--- src/rtl/md5_pkg.sv ---
// Shared definitions for the MD5 message padder.
// Holds the chunk geometry, the padding constants, the FSM state encoding
// and a helper that picks one byte out of the appended bit length.
package md5_pkg;

  localparam int CHUNK_BYTES = 64;
  localparam int LEN_W       = 64;
  localparam int CNT_W       = LEN_W - 3;   // byte count; bit length = count << 3

  localparam logic [7:0] PAD_BYTE   = 8'h80;
  localparam logic [5:0] LEN_OFFSET = 6'd56;
  localparam logic [5:0] LAST_PTR   = 6'(CHUNK_BYTES - 1);

  typedef logic [2:0] state_t;

  localparam state_t FILL  = 3'd0;
  localparam state_t PAD   = 3'd1;
  localparam state_t LEN   = 3'd2;
  localparam state_t START = 3'd3;
  localparam state_t WAIT  = 3'd4;
  localparam state_t DONE  = 3'd5;

  // Byte idx (0 = least significant) of the 64-bit message bit length.
  function automatic logic [7:0] len_byte(input logic [CNT_W-1:0] cnt,
                                          input logic [2:0]       idx);
    logic [LEN_W-1:0] bits;
    bits = {cnt, 3'b000};
    return bits[8*idx +: 8];
  endfunction

endpackage

--- src/rtl/md5_chunk_buffer.sv ---
// 64-byte chunk buffer.
// Ports:
//   clk   - clock
//   we    - byte write enable
//   waddr - byte address of the write
//   wdata - byte to write
//   raddr - word index of the read
//   rdata - little-endian word: byte 4*raddr in [7:0], byte 4*raddr+3 in [31:24]
// The read is combinational so the cruncher sees data in the same cycle it
// presents an address.
module md5_chunk_buffer (
  input  logic        clk,
  input  logic        we,
  input  logic [5:0]  waddr,
  input  logic [7:0]  wdata,
  input  logic [3:0]  raddr,
  output logic [31:0] rdata
);

  logic [7:0] mem [0:63];

  always_ff @(posedge clk) begin
    if (we) begin
      mem[waddr] <= wdata;
    end
  end

  generate
    for (genvar gi = 0; gi < 4; gi++) begin : g_lane
      localparam logic [1:0] LANE = 2'(gi);
      assign rdata[8*gi +: 8] = mem[{raddr, LANE}];
    end
  endgenerate

endmodule

--- src/rtl/md5_msg_padder.sv ---
// MD5 message padder: feeds one padded message, chunk by chunk, to the
// MD5 chunk cruncher.
// Ports:
//   clk, reset    - clock, synchronous active-high reset
//   in_data/in_valid/in_last/in_ready - byte stream of one message
//   gaddr, mdata  - cruncher word read port (combinational)
//   crunch_start  - one-cycle start pulse per chunk
//   crunch_done   - cruncher done level (high when idle)
//   msg_done      - high once the final chunk has been crunched, until reset
module md5_msg_padder
  import md5_pkg::*;
(
  input  logic        clk,
  input  logic        reset,
  input  logic [7:0]  in_data,
  input  logic        in_valid,
  input  logic        in_last,
  output logic        in_ready,
  input  logic [3:0]  gaddr,
  output logic [31:0] mdata,
  output logic        crunch_start,
  input  logic        crunch_done,
  output logic        msg_done
);

  state_t           state_reg, state_next;
  state_t           ret_reg, ret_next;
  logic [5:0]       byte_ptr_reg, byte_ptr_next;
  logic [CNT_W-1:0] byte_cnt_reg, byte_cnt_next;
  logic             pad_pending_reg, pad_pending_next;

  logic       buf_we;
  logic [7:0] buf_wdata;

  assign in_ready     = (state_reg == FILL) && !reset;
  assign crunch_start = (state_reg == START);
  assign msg_done     = (state_reg == DONE);

  always_comb begin
    state_next       = state_reg;
    ret_next         = ret_reg;
    byte_ptr_next    = byte_ptr_reg;
    byte_cnt_next    = byte_cnt_reg;
    pad_pending_next = pad_pending_reg;
    buf_we           = 1'b0;
    buf_wdata        = in_data;

    case (state_reg)
      FILL: begin
        if (in_valid) begin
          buf_we        = 1'b1;
          byte_ptr_next = byte_ptr_reg + 6'd1;
          byte_cnt_next = byte_cnt_reg + 1'b1;
          if (in_last) begin
            pad_pending_next = 1'b1;
            if (byte_ptr_reg == LAST_PTR) begin
              state_next = START;
              ret_next   = PAD;
            end else begin
              state_next = PAD;
            end
          end else if (byte_ptr_reg == LAST_PTR) begin
            state_next = START;
            ret_next   = FILL;
          end
        end
      end

      PAD: begin
        // The length goes in only once the 0x80 marker is down and we have
        // reached its slot; a marker landing at or past 56 pushes the length
        // into a further, zero-filled chunk.
        if (byte_ptr_reg == LEN_OFFSET && !pad_pending_reg) begin
          state_next = LEN;
        end else begin
          buf_we           = 1'b1;
          buf_wdata        = pad_pending_reg ? PAD_BYTE : 8'h00;
          pad_pending_next = 1'b0;
          byte_ptr_next    = byte_ptr_reg + 6'd1;
          if (byte_ptr_reg == LAST_PTR) begin
            state_next = START;
            ret_next   = PAD;
          end
        end
      end

      LEN: begin
        buf_we        = 1'b1;
        buf_wdata     = len_byte(byte_cnt_reg, byte_ptr_reg[2:0]);
        byte_ptr_next = byte_ptr_reg + 6'd1;
        if (byte_ptr_reg == LAST_PTR) begin
          state_next = START;
          ret_next   = DONE;
        end
      end

      // crunch_done is still high from idle here, so it is not looked at.
      START: state_next = WAIT;

      WAIT: begin
        if (crunch_done) begin
          state_next    = ret_reg;
          byte_ptr_next = 6'd0;
        end
      end

      DONE: state_next = DONE;

      default: state_next = FILL;
    endcase
  end

  always_ff @(posedge clk) begin
    if (reset) begin
      state_reg       <= FILL;
      ret_reg         <= FILL;
      byte_ptr_reg    <= 6'd0;
      byte_cnt_reg    <= '0;
      pad_pending_reg <= 1'b0;
    end else begin
      state_reg       <= state_next;
      ret_reg         <= ret_next;
      byte_ptr_reg    <= byte_ptr_next;
      byte_cnt_reg    <= byte_cnt_next;
      pad_pending_reg <= pad_pending_next;
    end
  end

  md5_chunk_buffer u_buf (
    .clk   (clk),
    .we    (buf_we),
    .waddr (byte_ptr_reg),
    .wdata (buf_wdata),
    .raddr (gaddr),
    .rdata (mdata)
  );

endmodule
--- config.mk ---
export PLATFORM = sky130hd
export DESIGN_NAME = md5_msg_padder
export DESIGN_NICKNAME = d
export VERILOG_FILES = /design/src/rtl/md5_pkg.sv /design/src/rtl/md5_chunk_buffer.sv /design/src/rtl/md5_msg_padder.sv
export SDC_FILE = /design/constraint.sdc
export NUM_CORES = 1
export LEC_CHECK = 0
export BUFFER_PORTS_ARGS = -buffer_cell sky130_fd_sc_hd__buf_4
export CORE_AREA = 3 3 264 266
export CTS_CLUSTER_DIAMETER = 200
export DETAILED_ROUTE_END_ITERATION = 8
export DIE_AREA = 0 0 267 269
export HOLD_SLACK_MARGIN = 0.15
export SYNTH_ARGS = -nofsm -noshare
export SYNTH_HDL_FRONTEND = slang
export SYNTH_HIERARCHICAL = 1
export SYNTH_SLANG_ARGS = --single-unit
--- constraint.sdc ---
create_clock -name clk -period 6.5 [get_ports clk]
set_clock_uncertainty 0.2 [all_clocks]
set_input_delay 0.65 -clock clk [delete_from_list [all_inputs] [get_ports clk]]
set_output_delay 0.65 -clock clk [all_outputs]
set_load 0.1 [all_outputs]
-- Yosys cells after proc, flatten, opt, wreduce, memory -nomap -nowiden
Memory sizes are Yosys's and may differ from the RTL's.
Cells that the tools add are included.
- add/sub/neg operators: 2
- equal/unequal tests: 13
- shift operators: 1
- mux-type cells: 30
- reductions and logical operators: 13
- operators with widths (kind ; count):
    64-bit by 7-bit indexed part select with 8-bit output ; 1
    61-bit by 1-bit adder with 61-bit output, second input constant ; 1
    3-bit 2-to-1 mux ; 11
    6-bit case mux with 4 select lines ; 1
    6-bit 2-to-1 mux ; 3
    3-bit case mux with 6 select lines ; 1
    8-bit 2-to-1 mux ; 2
    8-bit case mux with 2 select lines ; 1
    6-bit == test, second input constant ; 2
    2-bit inequality test, second input constant ; 5
    3-bit case mux with 3 select lines ; 1
    4-bit AND reduction ; 2
    1-bit 2-to-1 mux ; 7
    6-bit by 1-bit adder with 6-bit output, second input constant ; 1
    3-bit by 2-bit == test with 1-bit output, second input constant ; 2
    3-bit == test, second input constant ; 2
    5-bit AND reduction ; 1
    2-bit AND reduction ; 2
    4-bit nonzero test ; 1
    3-bit by 1-bit == test with 1-bit output, second input constant ; 1
    3-bit logical NOT ; 1
    3-bit by 2-bit inequality test with 1-bit output, second input constant ; 1
    1-bit case mux with 3 select lines ; 1
    3-bit nonzero test ; 1
    other kinds (5) ; 7
- flip-flop bits (word level): 74
- memory bits (writable): 512
- input bits: 17
- output and inout bits: 35
- logic and storage cells: 65
- memories kept: 1
- memories (memory ; words ; bits a word ; read ports ; clocked after Yosys merged registers in ; write ports ; RTL line ; text):
    u_buf.mem ; 64 ; 8 ; 4 ; 0 ; 1 ; md5_chunk_buffer.sv:20 ; logic [7:0] mem [0:63];

-- Longest topological paths before layout
- depth after elaboration: 6
- mapped depth: 10
- depth with buffers taken out: 8

-- Hierarchy
The synthesis kept the hierarchy.
- by module, submodules not included (module ; instances ; cells an instance ; area an instance (µm²) ; seq. area each (µm²)):
    md5_chunk_buffer ; 1 ; 881 ; 19507.5 ; 15374.7
    md5_msg_padder ; 1 ; 498 ; 4141.5 ; 1481.4

-- Worst setup path before layout
No wires, ideal clock.
- kind: flip-flop to flip-flop
- start point: reg byte_ptr_reg[0]
- end point: mem u_buf.mem[0][5] (data pin)
- setup time: 0.702 ns
- arrival time: 4.188 ns
- required time: 5.598 ns
- setup slack: 1.410 ns
- stages on the path, launching flop included: 6
- buffers on the path: 2
- clock period less this slack: 5.090 ns
- path through: dfxtp_1 clkbuf_1 clkbuf_1 mux4_2 mux2i_1 o21ai_0
- cells in the longest elaborated chain, start to end: 4
- elaborated cells on any way between the ends: 5
- those cells by class: 1 x eq/ne; 1 x shift; 2 x mux; 1 x reduce/logical
- RTL lines (item ; RTL line ; text):
    start: declaration ; md5_msg_padder.sv:28 ; logic [5:0] byte_ptr_reg, byte_ptr_next;
    start signal: assignment ; md5_msg_padder.sv:123 ; byte_ptr_reg <= byte_ptr_next;
    parallel branches: the longest is 3 deep, another holds 64-bit by 7-bit indexed part select with 8-bit output ; -- ;
    8-bit case mux with 2 select lines * ; md5_msg_padder.sv:48 ; case (state_reg)
    named net buf_wdata[5] ; md5_msg_padder.sv:33 ; logic [7:0] buf_wdata;
    end: declaration ; md5_chunk_buffer.sv:20 ;
Mark *: on every way through the listed nets, which the timed path passes.

-- Final worst setup path
- start point: in gaddr[0]
- end point: out mdata[30]
- cells in the longest elaborated chain, start to end: 1
- RTL lines (item ; RTL line ; text):
    start: declaration ; md5_msg_padder.sv:19 ; input logic [3:0] gaddr,
    memory 64 x 8 bit ; -- ;
    end: declaration ; md5_msg_padder.sv:20 ; output logic [31:0] mdata,
Every way passes these cells.

==> results.cfg <==
[worst_hold_path]
hold_class = in -> reg
min_from = in_valid

[yosys]
syn_nets = 1399
ys_seq_area_frac = 0.713
yosysWarnings = 6
avgSynthCellArea_um2 = 17.1
ys_types = 53
yosys_most_used_dff = edfxtp_1
synth-async-reset-ratio = 0
syn-cell-area_mm2 = 0.0236
synth_edf_count = 512
postSynthCellCount = 1379
ys_seq_elements = 586

[detailed_routing]
dr_total_vias = 12700
drc_errors = 0
drt_iter0_markers = 1055
drt_first_pass_iters = 5
antenna_violating_nets_post_route = 0
avgRoutedWirePerCell_um = 22.6
wl_um = 53100
viasPerCell = 5.41

[placed_design]
gp_congestion = 0.807
place_area_mm2 = 0.0251
dp.cells = 2249
hpwlAfterDp_um = 31900
portBuffers = 51

[power]
power_density_mw_per_mm2 = 295
comb_power_share = 0.073
switching_share = 0.228
max-vdd-ir-drop_uv = 225
intPower_uw = 6120
p_seq_frac = 0.522
p_leak_uw = 0.00830
power_switching_uw = 1810
power_uw = 7930
pwr-share-clk = 0.405

[finish]
drive_above_1_share = 0.219
fin_nets = 1458
fillers = 6060
area_delta_synth_final_pct = 13.8
final_cells = 2351
multiInputGateArea_mm2 = 0.00648
largest_reg_flops = 512
seqCellArea_mm2 = 0.0169
final_area_mm2 = 0.0269
diodes = 0

[die]
die_area_mm2 = 0.0718
core_area_mm2 = 0.0673
dieWidth_um = 267
top_level_ports = 52
start_util = 0.352
fp-row-count = 95
fp.dieH_um = 269

[setup_path]
critPathMaxFanout = 54
crit_path_max_incr_delay_ps = 550
start_kind = input pin
path_common_cell = buf_4
r2r_end = u_buf/mem[14][3]$_DFFE_PP_
cp_slowest_cell = mux4_2
r2r_slack_ps = 2890
cp-endpoint = mdata[30]
r2r_cells = 7
r2r-start = state_reg[0]$_SDFFE_PP0P_
crit_chain = clkbuf_8, buf_4, mux4_2, a22oi_1, nand2_1, buf_4
worstPathArrival_ps = 3050
crit_start = gaddr[0]
critPathKind = in -> out
end_kind = output port
critPathRequiredTime_ps = 5650

[cts]
cts_tree = yes
postCtsSetupRepairBufs = 0
cts_inserted_buffers = 59
clk_pin_slew_ps = 60
ctsRootBufferMaster = clkbuf_16
cts_resized = 0
clkSinkCount = 586
htreeDepth = 2
clk_path_buf_depth = 3
clk_latency_ps = 620
cts_hold_buf = 1

[grt]
track_usage = 0.149
overflow = 0
first_global_vias = 12900
antenna_found_initial = 0
grt_pass1_wl_um = 81300
grt_max_degree = 74

[timing]
post-route-min-period_ps = 3900
rsz0062_at_grt = false
fmax_ghz = 0.256
min_period_over_period = 0.600
relSlewSlack = 0.258
worst_pin_slew_ps = 1110
tns_ps = 0
setup_violations = 0
drv_slew = 0
finalHoldViolCount = 0

[run]
maxCapViolations = 0

[outcome]
status = complete, no violations
routing by layer:
metal  global-route usage  share of wire  routed length, µm
met2                0.257           0.51              26800
met4               0.0410          0.022               1170
met5                    0              0                  0
met3               0.0232          0.048               2550
met1                0.197           0.42              22500
layout by cell type (no fill, tap or decap), types with 24 or more instances in the layout:
cell         n
nand2_1     73
dfxtp_1     74
nand4_1     24
edfxtp_1   512
buf_4       74
nor2_1     115
nand3_1     29
a21oi_1     44
a22oi_1     67
clkbuf_16   60
mux4_2     141
final cells by class:
cell class,instances,share of cell area
multi-input combinational,700,0.241
clock buffer,77,0.0589
inverter,14,0.00195
timing repair buffer,77,0.0223
sequential,586,0.627
clock inverter,24,0.00856
tap,873,0.0406
Yosys cell counts (all sizes together) (2+ instances only):
library cell	n	area share
a211oi	2	0.00063
a21oi	44	0.0093
a22oi	67	0.021
and2	7	0.0019
and3	5	0.0013
and4	2	0.00074
buf	28	0.0063
clkbuf	51	0.0081
dfxtp	74	0.063
edfxtp	512	0.65
ha	3	0.0016
inv	14	0.0022
mux2	4	0.0019
mux2i	7	0.0030
mux4	141	0.13
nand2	73	0.012
nand2b	4	0.0011
nand3	29	0.0061
nand3b	2	0.00063
nand4	25	0.0069
nor2	116	0.018
nor2b	11	0.0029
nor3	10	0.0021
nor4	7	0.0019
o21ai	26	0.0055
o21bai	3	0.00095
o31ai	21	0.0067
o32ai	2	0.00074
or2	5	0.0013
or3	19	0.0051
or3b	3	0.0011
or4	22	0.0071
xnor2	5	0.0019
xor2	22	0.0081
through the flow:
stage | worst slack, ps | utilization | hold WS, ps
global route | 2390 | 0.400 | 242
detailed placement | 2500 | 0.373 | 273
floorplan | 1410 | - | 249
CTS | 2500 | 0.400 | 173
finish | 2600 | 0.400 | 219
global placement | 2500 | 0.373 | 265
power by group through the flow:
stage          logic, µW  registers [µW]  clock network (µW)
2_1_floorplan        410            4230                   0
3_3_place_gp         578            4220                   0
3_5_place_dp         586            4220                   0
4_1_cts              586            4140                3280
5_1_grt              613            4140                3440
6_report             578            4140                3210
worst min path at each step:
stage / to / slack [ps] / cells past startpoint
floorplan: byte_cnt_reg[60]$_SDFFE_PP0P_ / 250 / 2
global placement: ret_reg[1]$_SDFFE_PP0P_ / 260 / 1
detailed placement: ret_reg[1]$_SDFFE_PP0P_ / 270 / 1
CTS: pad_pending_reg$_SDFFE_PP0P_ / 170 / 3
global route: pad_pending_reg$_SDFFE_PP0P_ / 240 / 3
finish: pad_pending_reg$_SDFFE_PP0P_ / 220 / 3
cells by family after synthesis:
family / synth area share
buffers and inverters: 0.0167
AOI/OAI and AO/OA: 0.0477
adders and majority gates: 0.00159
DFF: 0.713
xor gates and xnor gates: 0.0100
and+or+nand+nor: 0.0721
muxes: 0.139
worst max-delay path: cells and delay by family:
family,cells,cell delay (ps)
buffers and inverters,3,1280
multiplexers,1,550
AO/OA/AOI/OAI,1,330
AND/OR/NAND/NOR,1,160
Note: power is estimated with default switching activity, not from simulation.
